==> src/rtl/divu_hilo_unit.sv <==
// Multi-cycle restoring divider with HI/LO result registers and mfhi/mflo readout.
// One quotient bit per cycle; signed divides run on magnitudes and fix signs at the end.
module divu_hilo_unit #(
    parameter int unsigned WIDTH     = 32,
    parameter int unsigned SIGNED_EN = 1
) (
    input  logic             clk,
    input  logic             rst,
    input  logic [1:0]       op,
    input  logic             op_valid,
    input  logic             signed_mode,
    input  logic [WIDTH-1:0] dividend,
    input  logic [WIDTH-1:0] divisor,
    output logic             busy,
    output logic             stall,
    output logic             done,
    output logic             div_by_zero,
    output logic [WIDTH-1:0] hilo_out
);

    localparam int unsigned CW = $clog2(WIDTH + 1);
    localparam int unsigned RW = WIDTH + 1;
    localparam logic [CW-1:0] CntInit = CW'(WIDTH);

    typedef enum logic [1:0] {StIdle, StCalc, StFin} state_e;

    state_e           state_q, state_d;
    logic [CW-1:0]    cnt_q, cnt_d;
    logic [WIDTH-1:0] dividend_q, dividend_d;
    logic [WIDTH-1:0] divisor_q, divisor_d;
    logic             sign_q, sign_d;
    logic [WIDTH:0]   rem_q, rem_d;
    logic [WIDTH-1:0] quo_q, quo_d;
    logic [WIDTH-1:0] hi_q, hi_d;
    logic [WIDTH-1:0] lo_q, lo_d;
    logic [WIDTH-1:0] hilo_out_q, hilo_out_d;

    logic             in_signed;
    logic [WIDTH-1:0] in_dvd_mag;
    logic             dvd_neg, dvs_neg;
    logic [WIDTH-1:0] dvs_mag;
    logic [WIDTH+1:0] rem_sh;
    logic             rem_ge;
    logic [WIDTH-1:0] quo_fix, rem_fix;

    assign busy        = (state_q != StIdle);
    assign stall       = op_valid && (op != 2'b11) && busy;
    assign done        = (state_q == StFin);
    assign div_by_zero = done && (divisor_q == '0);
    assign hilo_out    = hilo_out_q;

    assign in_signed  = (SIGNED_EN != 0) && signed_mode;
    assign in_dvd_mag = (in_signed && dividend[WIDTH-1]) ? -dividend : dividend;

    assign dvd_neg = sign_q && dividend_q[WIDTH-1];
    assign dvs_neg = sign_q && divisor_q[WIDTH-1];
    assign dvs_mag = dvs_neg ? -divisor_q : divisor_q;

    // The quotient register starts as the dividend magnitude and shifts its MSB into the remainder.
    assign rem_sh = {rem_q, quo_q[WIDTH-1]};
    assign rem_ge = (rem_sh >= {2'b00, dvs_mag});

    assign quo_fix = (dvd_neg ^ dvs_neg) ? -quo_q : quo_q;
    assign rem_fix = dvd_neg ? -rem_q[WIDTH-1:0] : rem_q[WIDTH-1:0];

    always_comb begin
        state_d    = state_q;
        cnt_d      = cnt_q;
        dividend_d = dividend_q;
        divisor_d  = divisor_q;
        sign_d     = sign_q;
        rem_d      = rem_q;
        quo_d      = quo_q;
        hi_d       = hi_q;
        lo_d       = lo_q;
        hilo_out_d = hilo_out_q;

        unique case (state_q)
            StIdle: begin
                if (op_valid) begin
                    case (op)
                        2'b00: begin
                            dividend_d = dividend;
                            divisor_d  = divisor;
                            sign_d     = in_signed;
                            rem_d      = '0;
                            quo_d      = in_dvd_mag;
                            if (divisor == '0) begin
                                state_d = StFin;
                            end else begin
                                state_d = StCalc;
                                cnt_d   = CntInit;
                            end
                        end
                        2'b10:   hilo_out_d = hi_q;
                        2'b01:   hilo_out_d = lo_q;
                        default: ;
                    endcase
                end
            end
            StCalc: begin
                rem_d = rem_ge ? RW'(rem_sh - {2'b00, dvs_mag}) : rem_sh[WIDTH:0];
                quo_d = {quo_q[WIDTH-2:0], rem_ge};
                cnt_d = cnt_q - CW'(1);
                if (cnt_q == CW'(1)) begin
                    state_d = StFin;
                end
            end
            StFin: begin
                if (divisor_q == '0) begin
                    lo_d = '1;
                    hi_d = dividend_q;
                end else begin
                    lo_d = quo_fix;
                    hi_d = rem_fix;
                end
                state_d = StIdle;
            end
            default: state_d = StIdle;
        endcase
    end

    always_ff @(posedge clk) begin
        if (rst) begin
            state_q    <= StIdle;
            cnt_q      <= '0;
            dividend_q <= '0;
            divisor_q  <= '0;
            sign_q     <= 1'b0;
            rem_q      <= '0;
            quo_q      <= '0;
            hi_q       <= '0;
            lo_q       <= '0;
            hilo_out_q <= '0;
        end else begin
            state_q    <= state_d;
            cnt_q      <= cnt_d;
            dividend_q <= dividend_d;
            divisor_q  <= divisor_d;
            sign_q     <= sign_d;
            rem_q      <= rem_d;
            quo_q      <= quo_d;
            hi_q       <= hi_d;
            lo_q       <= lo_d;
            hilo_out_q <= hilo_out_d;
        end
    end

endmodule
==> config.mk <==
export PLATFORM = sky130hd
export DESIGN_NAME = divu_hilo_unit
export DESIGN_NICKNAME = d
export VERILOG_FILES = /design/src/rtl/divu_hilo_unit.sv
export SDC_FILE = /design/constraint.sdc
export NUM_CORES = 1
export LEC_CHECK = 0
export ABC_AREA = 1
export BUFFER_PORTS_ARGS = -buffer_cell sky130_fd_sc_hd__buf_2
export CAP_MARGIN = 10
export CORE_ASPECT_RATIO = 0.75
export CORE_MARGIN = 10
export CORE_UTILIZATION = 45
export DETAILED_ROUTE_END_ITERATION = 12
export GPL_TIMING_DRIVEN = 0
export PLACE_DENSITY = 0.72
export SLEW_MARGIN = 40
export SYNTH_ARGS = -nofsm -noshare
export SYNTH_HDL_FRONTEND = slang
export SYNTH_SLANG_ARGS = --single-unit
==> constraint.sdc <==
create_clock -name clk -period 7.2 [get_ports clk]
set_input_delay 0.72 -clock clk [delete_from_list [all_inputs] [get_ports clk]]
set_output_delay 0.72 -clock clk [all_outputs]
set_load 0.01 [all_outputs]
# After elaboration in Yosys (flattened, before gate mapping)
# Index checks and enable logic that the tools add are counted.
# word_totals
ff_bits	234
latchBits	0
ramBits	0
romBits	0
in_bits	70
out_inout_bits	36
wordCells	69
memories	0
# classes
add_sub_neg	6
multipliers	0
n_div	0
magnitude_cmp	1
n_eq_ne	10
shifts	0
n_mux	23
n_bitwise	1
reduce_logical	18
# ops
operator	count
32-bit two-way mux	8
32-bit negator	4
32-bit one-hot mux with 2 select lines	2
33-bit two-way mux	3
33-bit one-hot mux with 2 select lines	1
32-bit logical NOT	2
34-bit by 32-bit greater-or-equal comparator with 1-bit output	1
33-bit by 32-bit subtractor with 33-bit output	1
6-bit two-way mux	3
6-bit one-hot mux with 2 select lines	1
3-bit AND reduction	4
2-bit two-way mux	4
2-bit inequality test, second input constant	4
6-bit by 1-bit == test with 1-bit output, second input constant	1
1-bit logical AND	6
2-bit nonzero test	3
6-bit by 1-bit subtractor with 6-bit output, second input constant	1
2-bit by 1-bit == test with 1-bit output, second input constant	2
2-bit == test, second input constant	2
2-bit logical NOT	2
2-bit one-hot mux with 2 select lines	1
4-bit AND reduction	1
2-bit by 1-bit inequality test with 1-bit output, second input constant	1
1-bit bitwise XOR	1

# Depth between registers and ports, before layout
# Gate-level depths: netlist (run 1).
# logic_depth
depth_word	5
depth_mapped	26
ltp_nobuf	26

# Least setup slack after synthesis (run 1)
# Ideal clock, no wire load.
# synth_path
kind	reg2reg
from	register divisor_q[0]
to	register rem_q[10]
setup_ns	0.132
t_arrival_ns	2.906
required_time_ns	7.068
setup_slack_ns	4.161
stages_incl_launch_ff	23
n_path_buf	1
synth_period_minus_slack_ns	3.039
path_cell_list	dfxtp_1 -> inv_1 -> ha_1 -> nand3_2 -> nor2_4 -> nand2_2 -> nor2_4 -> nand2_2 -> nor2_4 -> nor2_1 -> a21oi_1 -> xor2_1 -> ha_1 -> nand2_1 -> nor2_1 -> inv_2 -> nor4_2 -> nand2_2 -> nand2_2 -> buf_2 -> nand2_1 -> nand3_1 -> a21oi_1
# synth_via
elab_chain_len	5
word_cells_on_any_way	6
classes_between	add/sub (2); order compare (1); mux (3)
# synth_lines
element	line	text
start: declaration	30	logic [WIDTH-1:0] divisor_q, divisor_d;
start signal: assignment	139	divisor_q <= divisor_d;
32-bit negator	57	assign dvs_mag = dvs_neg ? -divisor_q : divisor_q;
32-bit two-way mux *	57	
33-bit by 32-bit subtractor with 33-bit output / 34-bit by 32-bit greater-or-equal comparator with 1-bit output (equally long branches)	102, 61	
33-bit two-way mux *	102	rem_d = rem_ge ? RW'(rem_sh - {2'b00, dvs_mag}) : rem_sh[WIDTH:0];
33-bit one-hot mux with 2 select lines *	78	unique case (state_q)
end signal: assignment	141	rem_q <= rem_d;
end: declaration	32	logic [WIDTH:0] rem_q, rem_d;
# Mark *: on every way between the ends. The rest lies on a longest branch, timed or not.
# A chain may end at the register's enable or synchronous reset.

# Worst setup path in the final report (run 1)
# layout_path
from	register divisor_q[0]
to	register rem_q[22]
# The elaborated chain is that of the path after synthesis.

==> results of run 1 <==
state kept, by name, summed over array words and instances, names as in the netlist:
register and flops:
rem_q 33, dividend_q 32, state_q 2, divisor_q 32, hi_q 32, sign_q 1, lo_q 32, cnt_q 6
hilo_out 32, quo_q 32
power groups by stage:
stage          clock network [mW]  logic, mW  registers [mW]
2_1_floorplan                   0       1.31            1.45
3_3_place_gp                    0       1.80            1.47
3_5_place_dp                    0       1.82            1.47
4_1_cts                      1.37       1.83            1.44
5_1_grt                      1.43       2.11            1.45
6_report                     1.37       1.90            1.44
area by class of cell:
cell class	count	area share
Buffer	103	0.02519
Tap cell	450	0.03238
Timing Repair Buffer	104	0.02994
Multi-Input combinational cell	1825	0.5180
Clock buffer	31	0.03900
Clock inverter	13	0.01015
Inverter	351	0.07592
Sequential cell	234	0.2694
how the worst max path moves through the flow:
stage	slack (ns)	endpoint
floorplan	4.16	rem_q[10]
global placement	3.16	rem_q[22]
detailed placement	3.08	rem_q[22]
CTS	3.04	rem_q[22]
global route	2.65	rem_q[22]
finish	2.83	rem_q[22]
cells in the mapped netlist (all sizes together) (2+ instances only):
| cell | instances |
|---|---|
| o211ai | 8 |
| clkbuf | 62 |
| ha | 41 |
| xor2 | 69 |
| and2 | 9 |
| a21oi | 202 |
| a211oi | 13 |
| o21ai | 153 |
| nor2 | 292 |
| inv | 348 |
| nand3 | 200 |
| nand2 | 655 |
| o31ai | 7 |
| dfxtp | 234 |
| nand3b | 9 |
| nor3 | 26 |
| a31oi | 27 |
| xnor2 | 23 |
| or2 | 9 |
| clkinv | 3 |
| a22oi | 15 |
| nand4 | 31 |
| nor4 | 16 |
| buf | 41 |
| o2111ai | 2 |
| o22ai | 9 |
metrics by stage:
stage / hold slack, ns / cell area (um2) / instances / total power, mW
after floorplan: 0.4366 / 15450 / 2513 / 2.758
after detailed placement: 0.4591 / 16530 / 3067 / 3.289
after global placement: 0.4527 / 16530 / 3067 / 3.266
after global routing: 0.4206 / 17390 / 3111 / 4.983
after CTS: 0.4117 / 17390 / 3111 / 4.639
final: 0.4173 / 17390 / 3111 / 4.715
per-layer routing:
layer | track usage | up-vias
met4 | 0.05176 | 0
met2 | 0.3732 | 939
met1 | 0.4067 | 8107
met3 | 0.08433 | 91
met5 | 0 | -
li1 | - | 8360
critical path, cell delays in order, from the launching register on:
cell	delay, ns
dfxtp_1	0.43
inv_1	0.16
nand3_1	0.11
nor2_1	0.16
nand4_1	0.14
inv_1	0.08
nand2_1	0.11
nor3_1	0.33
nand3_1	0.16
nand2_1	0.17
xor2_1	0.27
ha_1	0.35
nand2_1	0.14
nor2_1	0.07
nand2_1	0.14
nor2_1	0.07
nand2_1	0.07
nand3_1	0.08
nor2_2	0.40
nand2_2	0.22
buf_2	0.23
nand2_1	0.11
nand3_1	0.11
a21oi_1	0.15
logic make-up after synthesis:
group / Yosys count
buf+inv: 454
compound gates: 442
fa+ha+maj: 42
simple gates: 1249
xor+xnor: 92
flops: 234
==> impl_metrics.ini, run 1 <==
[grt]
gr-total-overflow = 0
grt_start_max_net_pins = 15
grt_pass1_wl_um = 90940
grt_pass1_vias = 15890
grt_util_all_layers = 0.2729
antenna_found_initial = 1

[power]
p_switching_mw = 1.949
pwr-share-seq = 0.306
vdd_ir_drop_max_mv = 0.1510
sw_frac_of_total = 0.4133
p_int_mw = 2.766
power.leakage_nw = 8.210
combPwrFrac = 0.403
p_per_area_nw_per_um2 = 271.2
p_clk_frac = 0.291

[placed_design]
hpwl_um = 48790
dp_slack_ns = 3.081
portBuffers = 104
gp_congestion = 0.9970

[setup_path]
crit_fanout = 10
critPathLaunchType = flip-flop
worstPathArrival_ns = 4.84
timing.rr.end = rem_q[22]
r2r_slack_ns = 2.83
criticalPathCategory = reg2reg
startpoint = divisor_q[0]
endpoint_kind = flip-flop
reg2regPathDepth = 23
critPathRequiredTime_ns = 7.67
reg2reg_from = divisor_q[0]

[synthesis]
yosysSeqAreaShare = 0.3032
synth_top_family_by_area = simple AND/OR/NAND/NOR gates
synthMuxAreaShare = 0
yosysWarnings = 0
synth-seq-cells = 234
synth_xor_area_frac = 0.05216
synth_ff_type = dfxtp_1
synth_edf_count = 0
syn_area_um2 = 15450
synthArstFlopShare = 0
synthAdderAreaFrac = 0.03450
yosys.area_share.simple = 0.3415
synthTopCellsByArea = dfxtp_1 (30%), nand2_1 (16%), inv_1 (8.1%)
synth_nets = 2625
synth_top_cell_area_share = 0.3032
synth_cells = 2513
syn_avg_cell_area_um2 = 6.147
synth_cell_type_count = 50
synth_compound_area_frac = 0.1549
synth_top_area_cell = dfxtp_1

[timing]
timing.setup.tns_ns = 0
fin_skew_ns = 0.01206
period_share = 0.6075
worst_slack_ns = 2.826
timing.fmax_ghz = 0.2286
rsz0062_at_grt = no
finalSetupViolations = 0
worst_slew_pin_slew_ns = 0.9004
slew_violations = 0
final_hold_viol_count = 0
maxSlewHeadroom = 0.3998
period_minus_slack_ns = 4.374

[drt]
wl_um = 59840
maxUsedRoutingLayer = met4
met3_length_um = 7901
drt_pass1_iterations = 8
post_drt_wl_per_cell_um = 19.23
drtAntennaViolNets = 0
drc = 0
dr_wl_met2_um = 23220
viasPerCell = 5.624
via_count = 17500
m1WireLength_um = 27620
first_iter_violations = 2493

[cts]
cts_made_buffers = 25
cts_resized = 0
clk_path_buf_depth = 3
cts_tree = built
clock-root-buffer = clkbuf_16
clk_pin_slew_ns = 0.07
hold_buffers = 0
cts_setup_buffers = 0
clk_latency_ns = 0.54
cts_max_level = 1
clock-sinks = 234

[worst_hold_path]
min_from = divisor[8]
hold_path_class = in2reg
min_path_cells = 3
holdPathEnd = divisor_q[8]

[final_layout]
fin_util = 0.5164
insertedDiodeCount = 0
fill_cells = 3468
multiInputGateArea_um2 = 9006
final_cell_mix = nand2_1 (648), inv_1 (333), nor2_1 (285)
mostFrequentLayoutCell = nand2_1
syn2layout_area_growth_pct = 12.55
nets = 2756
drive_above_1_share = 0.07854
regArea_um2 = 4684

[floorplanning]
coreArea_um2 = 33670
die_h_um = 180.5
rows = 58
fp.dieW_um = 233.9
start_util = 0.4588
die_area_um2 = 42220
pin_count = 106

[run_status]
status = finished, final reports clean

[run]
maxCapViolations = 0
No activity file was read; power rests on OpenSTA's default activity.
==> inputs of run 2 (changes only) <==
Settings changed: ABC_AREA 1 to 0, PLACE_DENSITY 0.72 to 0.75.
Clock period 7.2 ns to 3.88 ns, I/O delays scaled along.
==> impl_metrics.ini, run 2 <==
[worst_hold_path]
hold_path_class = in2reg

[cts]
cts_made_buffers = 24
clk_pin_slew_ns = 0.07
clock-root-buffer = clkbuf_16
cts_max_level = 1
clock-sinks = 234
cts_tree = built
clk_path_buf_depth = 3
clk_latency_ns = 0.55

[drt]
drtAntennaViolNets = 0
wl_um = 45890
drt_pass1_iterations = 5
viasPerCell = 5.989
post_drt_wl_per_cell_um = 20.12
drc = 0
via_count = 13660
first_iter_violations = 1572

[setup_path]
cp_cell_sequence = or4_4, nor2_4, and3_4, nand2_2, o21ai_2, xor2_2, ha_4, and3_4, nand2_4, nor3_2, a31oi_1, o21a_1, nand2_2, a41oi_4, buf_12, buf_8, mux2i_1, o21ai_1
cpPeakStageDelay_ns = 0.56
criticalPathCategory = reg2reg
worstPathArrival_ns = 4.26
endpoint_kind = flip-flop
path_buf_inv = 2
crit_fanout = 8
critPathLaunchType = flip-flop
crit_family = simple AND/OR/NAND/NOR gates
cp_slowest_cell = or4_4
critPathRequiredTime_ns = 4.27

[timing]
final_hold_viol_count = 0
period_share = 0.9967
period_minus_slack_ns = 3.867
timing.fmax_ghz = 0.2586
rsz0062_at_grt = yes
worst_slew_pin_slew_ns = 0.8703
fin_skew_ns = 0.02492
maxSlewHeadroom = 0.4153
whs_ns = 0.08660
slew_violations = 0
finalSetupViolations = 0

[run]
maxCapViolations = 0

[grt]
antenna_found_initial = 0
gr-total-overflow = 0
grt_start_max_net_pins = 15
grt_util_all_layers = 0.2328
grt_pass1_vias = 12610
grt_pass1_wl_um = 69900

[placed_design]
postPlaceCellArea_um2 = 14540
hpwl_um = 34580
portBuffers = 105
gp_congestion = 0.9866

[floorplanning]
coreArea_um2 = 29320
die_h_um = 170.1
pin_count = 106
die_area_um2 = 37460
fp.dieW_um = 220.2
start_util = 0.4612
rows = 54

[final_layout]
mostFrequentLayoutCell = nand2_1
fill_cells = 2682
insertedDiodeCount = 0
syn2layout_area_growth_pct = 20.87
drive_above_1_share = 0.1662
final_cell_mix = nand2_1 (299), dfxtp_1 (229), a21oi_1 (180)
nets = 1983
largest_register_ffs = 33
largest-register = rem_q
stdcell_area_um2 = 16350

[synthesis]
synthTopCellsByArea = dfxtp_1 (35%), nand2_1 (8.5%), a21oi_1 (6.9%)
synth_cell_type_count = 67
syn_area_um2 = 13520
synth_top_cell_area_share = 0.3464
yosysWarnings = 0
synthArstFlopShare = 0
synth_ff_type = dfxtp_1
synth.most_common_cell = nand2_1
synth_edf_count = 0
synthTopCellsByCount = nand2_1 (308), dfxtp_1 (234), a21oi_1 (187)
synth-seq-cells = 234
synth_nets = 1825
synth_cells = 1713
yosysSeqAreaShare = 0.3464
syn_avg_cell_area_um2 = 7.895
synth_top_area_cell = dfxtp_1

[power]
p_per_area_nw_per_um2 = 793.2
vdd_ir_drop_max_mv = 0.7764
fin_total_pwr_mw = 12.97
power.leakage_nw = 6.151

[run_status]
status = finished, final reports clean
==> run 2: worst paths after layout <==
check	from	endpoint	slack [ns]	cells past startpoint
setup reg to reg	divisor_q[8]	rem_q[23]	0.01	18
hold / removal	divisor[16]	divisor_q[16]	0.09	3
hold reg to reg	hi_q[5]	hi_q[5]	0.46	2
setup / recovery	divisor_q[8]	rem_q[23]	0.01	18
==> run 2: timing repair <==
item / CTS / global route
endpoints found under the setup margin: 34 / 34
pin swaps: 27 / 44
hold buffers: 0 / 0
setup buffers: 18 / 17
hold endpoints to repair: 0 / 0
cloned: 2 / 0
gates resized for setup: 80 / 84
==> run 2: kinds of logic (layout without fill, tap and decap cells) <==
logic type      Yosys count  after routing  share of synthesized area
xor+xnor                151            151                    0.09779
fa+ha+maj                42             42                    0.03941
compound gates          496            496                     0.2397
mux                      51             51                    0.03775
buf+inv                 145            321                    0.04635
flops                   234            234                     0.3464
simple gates            594            594                     0.1926
==> run 2: metal layers <==
layer | up-vias | share of wire | global-route usage
li1 | 6429 | - | -
met1 | 6478 | 0.47 | 0.3472
met2 | 691 | 0.40 | 0.3195
met3 | 63 | 0.12 | 0.06999
met4 | 0 | 0.015 | 0.04516
met5 | - | 0 | 0
==> run 2: through the flow <==
| step | util | setup TNS, ns | instances | setup slack, ns |
|---|---|---|---|---|
| after floorplan | - | 0 | 1713 | 0.1242 |
| after global placement | 0.4959 | -22.32 | 2210 | -0.7992 |
| after detailed placement | 0.4959 | -24.62 | 2210 | -0.9008 |
| after CTS | 0.5422 | 0 | 2268 | 0.01293 |
| after global routing | 0.5575 | -2.992 | 2281 | -0.1288 |
| final | 0.5575 | 0 | 2281 | 0.01278 |
==> run 2: area by class of cell <==
| class | instances | area (um2) | area share |
|---|---|---|---|
| multi-input combinational | 1334 | 8855 | 0.5417 |
| sequential | 234 | 4698 | 0.2874 |
| timing repair buffer | 142 | 830.8 | 0.05082 |
| clock buffer | 37 | 760.7 | 0.04654 |
| buffer | 107 | 515.5 | 0.03153 |
| tap | 392 | 490.5 | 0.03000 |
| inverter | 28 | 105.1 | 0.006429 |
| clock inverter | 7 | 91.34 | 0.005587 |
==> run 2: where the power goes <==
| part | total, mW | switching (mW) | internal (mW) |
|---|---|---|---|
| Sequential | 2.87 | 0.297 | 2.57 |
| Clock | 2.49 | 1.01 | 1.48 |
| Combinational | 7.61 | 3.93 | 3.68 |
| Total | 13.0 | 5.23 | 7.73 |
==> run 2: worst reg2reg max path, cell delays in order, from the launching register on <==
cell     delay, ns
dfxtp_4       0.36
or4_4         0.56
nor2_4        0.14
and3_4        0.25
nand2_2       0.07
o21ai_2       0.16
xor2_2        0.36
ha_4          0.28
and3_4        0.21
nand2_4       0.08
nor3_2        0.04
a31oi_1       0.17
o21a_1        0.18
nand2_2       0.08
a41oi_4       0.20
buf_12        0.17
buf_8         0.13
mux2i_1       0.19
o21ai_1       0.11
==> inputs of run 3 (changes only) <==
Settings changed: CORE_MARGIN 10 to 4.
==> impl_metrics.ini, run 3 (synthesized netlist as in run 2, its figures left out) <==
[run_status]
status = finished, violations left
violations = setup timing

[timing]
worst_slew_pin_slew_ns = 0.8367
fin_skew_ns = 0.01322
worst_slack_ns = -0.1890
finalSetupViolations = 33
whs_ns = 0.09906
maxSlewHeadroom = 0.4402
rsz0062_at_grt = yes
slew_violations = 0
final_hold_viol_count = 0
period_minus_slack_ns = 4.069
timing.setup.tns_ns = -4.228
timing.fmax_ghz = 0.2458
period_share = 1.049

[placed_design]
postPlaceCellArea_um2 = 14550
dp_slack_ns = -0.7049
portBuffers = 105
placed_cells_incl_taps = 2210
hpwl_um = 34690
gp_congestion = 0.9457

[power]
p_per_area_nw_per_um2 = 840.0
p_int_mw = 8.333
pwr-share-seq = 0.207
p_switching_mw = 5.566
vdd_ir_drop_max_mv = 0.8854
combPwrFrac = 0.609
p_clk_frac = 0.184
power.leakage_nw = 6.284
fin_total_pwr_mw = 13.90
sw_frac_of_total = 0.4004

[cts]
cts_tree = built
clk_path_buf_depth = 3
clock-root-buffer = clkbuf_16
clk_pin_slew_ns = 0.07
cts_max_level = 1
clk_latency_ns = 0.52
hold_buffers = 0
cts_made_buffers = 24
clock-sinks = 234

[setup_path]
critPathLaunchType = flip-flop
critPathRequiredTime_ns = 4.27
worstPathArrival_ns = 4.46
reg2reg_from = sign_q
cp_slowest_cell = xor2_1
cp_cell_sequence = and2_4, clkbuf_4, o31ai_1, xor2_1, ha_2, o21a_1, o31a_1, o31ai_4, a2111oi_4, nor2_2, o21bai_2, a41oi_4, buf_6, buf_6, mux2i_1, o21ai_1
cpPeakStageDelay_ns = 0.45
crit_fanout = 10
startpoint = sign_q
crit_path_frequent_cell = buf_6
endpoint_kind = flip-flop
criticalPathCategory = reg2reg
r2r_slack_ns = -0.19

[drt]
post_drt_wl_per_cell_um = 20.14
drtAntennaViolNets = 0
via_count = 13690
wl_um = 46190
drt_pass1_iterations = 6
first_iter_violations = 1512
viasPerCell = 5.966
drc = 0

[final_layout]
insertedDiodeCount = 0
fin_util = 0.5642
nets = 1998
stdcell_count = 2294
syn2layout_area_growth_pct = 22.33
mostFrequentLayoutCell = nand2_1
largest-register = rem_q
stdcell_area_um2 = 16540
largest_register_ffs = 33
drive_above_1_share = 0.1782
final_cell_mix = nand2_1 (302), dfxtp_1 (225), a21oi_1 (184)

[floorplanning]
die_area_um2 = 32920
coreArea_um2 = 29320
rows = 54
start_util = 0.4612
fp.dieW_um = 208.2
pin_count = 106
die_h_um = 158.1

[worst_hold_path]
min_from = divisor[8]
hold_path_class = in2reg

[grt]
grt_start_max_net_pins = 16
grt_util_all_layers = 0.2636
gr-total-overflow = 0
grt_pass1_wl_um = 69720
antenna_found_initial = 0
grt_pass1_vias = 12390

[run]
maxCapViolations = 0
[run 3: power by group through the flow]
| stage | sequential, mW | combinational (mW) | clock (mW) |
|---|---|---|---|
| 2_1_floorplan | 2.80 | 4.34 | 0 |
| 3_3_place_gp | 2.88 | 5.46 | 0 |
| 3_5_place_dp | 2.89 | 5.56 | 0 |
| 4_1_cts | 2.85 | 7.07 | 2.57 |
| 5_1_grt | 2.89 | 8.93 | 2.66 |
| 6_report | 2.88 | 8.46 | 2.56 |
[run 3: routing by layer]
metal	part of all wire	vias to the layer above	global-route usage
met1	0.46	6493	0.4077
met4	0.014	0	0.03595
li1	-	6459	-
met2	0.39	668	0.3709
met5	0	-	0
met3	0.13	66	0.07389
[run 3: path summary, 6_finish.rpt]
path                                     end  cells after the start
worst min register to register      hi_q[27]                      2
worst max-delay path               rem_q[17]                     16
worst max register to register     rem_q[17]                     16
worst min-delay path            divisor_q[8]                      3
[run 3: repair_timing]
item                       in CTS  in global routing
setup endpoints to repair      34                 34
cloned                          2                  2
setup buffers                  28                 18
pin swaps                      28                 58
resized for setup              84                101
[run 3: worst max-delay path: cells and delay by family (launching register included)]
| kind | cells | cell delay [ns] |
|---|---|---|
| compound gates | 8 | 1.48 |
| xor+xnor | 1 | 0.45 |
| fa+ha+maj | 1 | 0.42 |
| buf+inv | 3 | 0.54 |
| flops | 1 | 0.42 |
| mux | 1 | 0.22 |
| simple gates | 2 | 0.39 |
[run 3: final cells by class]
class	count	area, um2
Buffer	109	531.8
Inverter	28	105.1
Clock buffer	31	668.1
Tap cell	392	490.5
Fill cell	2671	12780
Multi-Input combinational cell	1334	8870
Clock inverter	11	195.2
Sequential cell	234	4708
Timing Repair Buffer	155	975.9
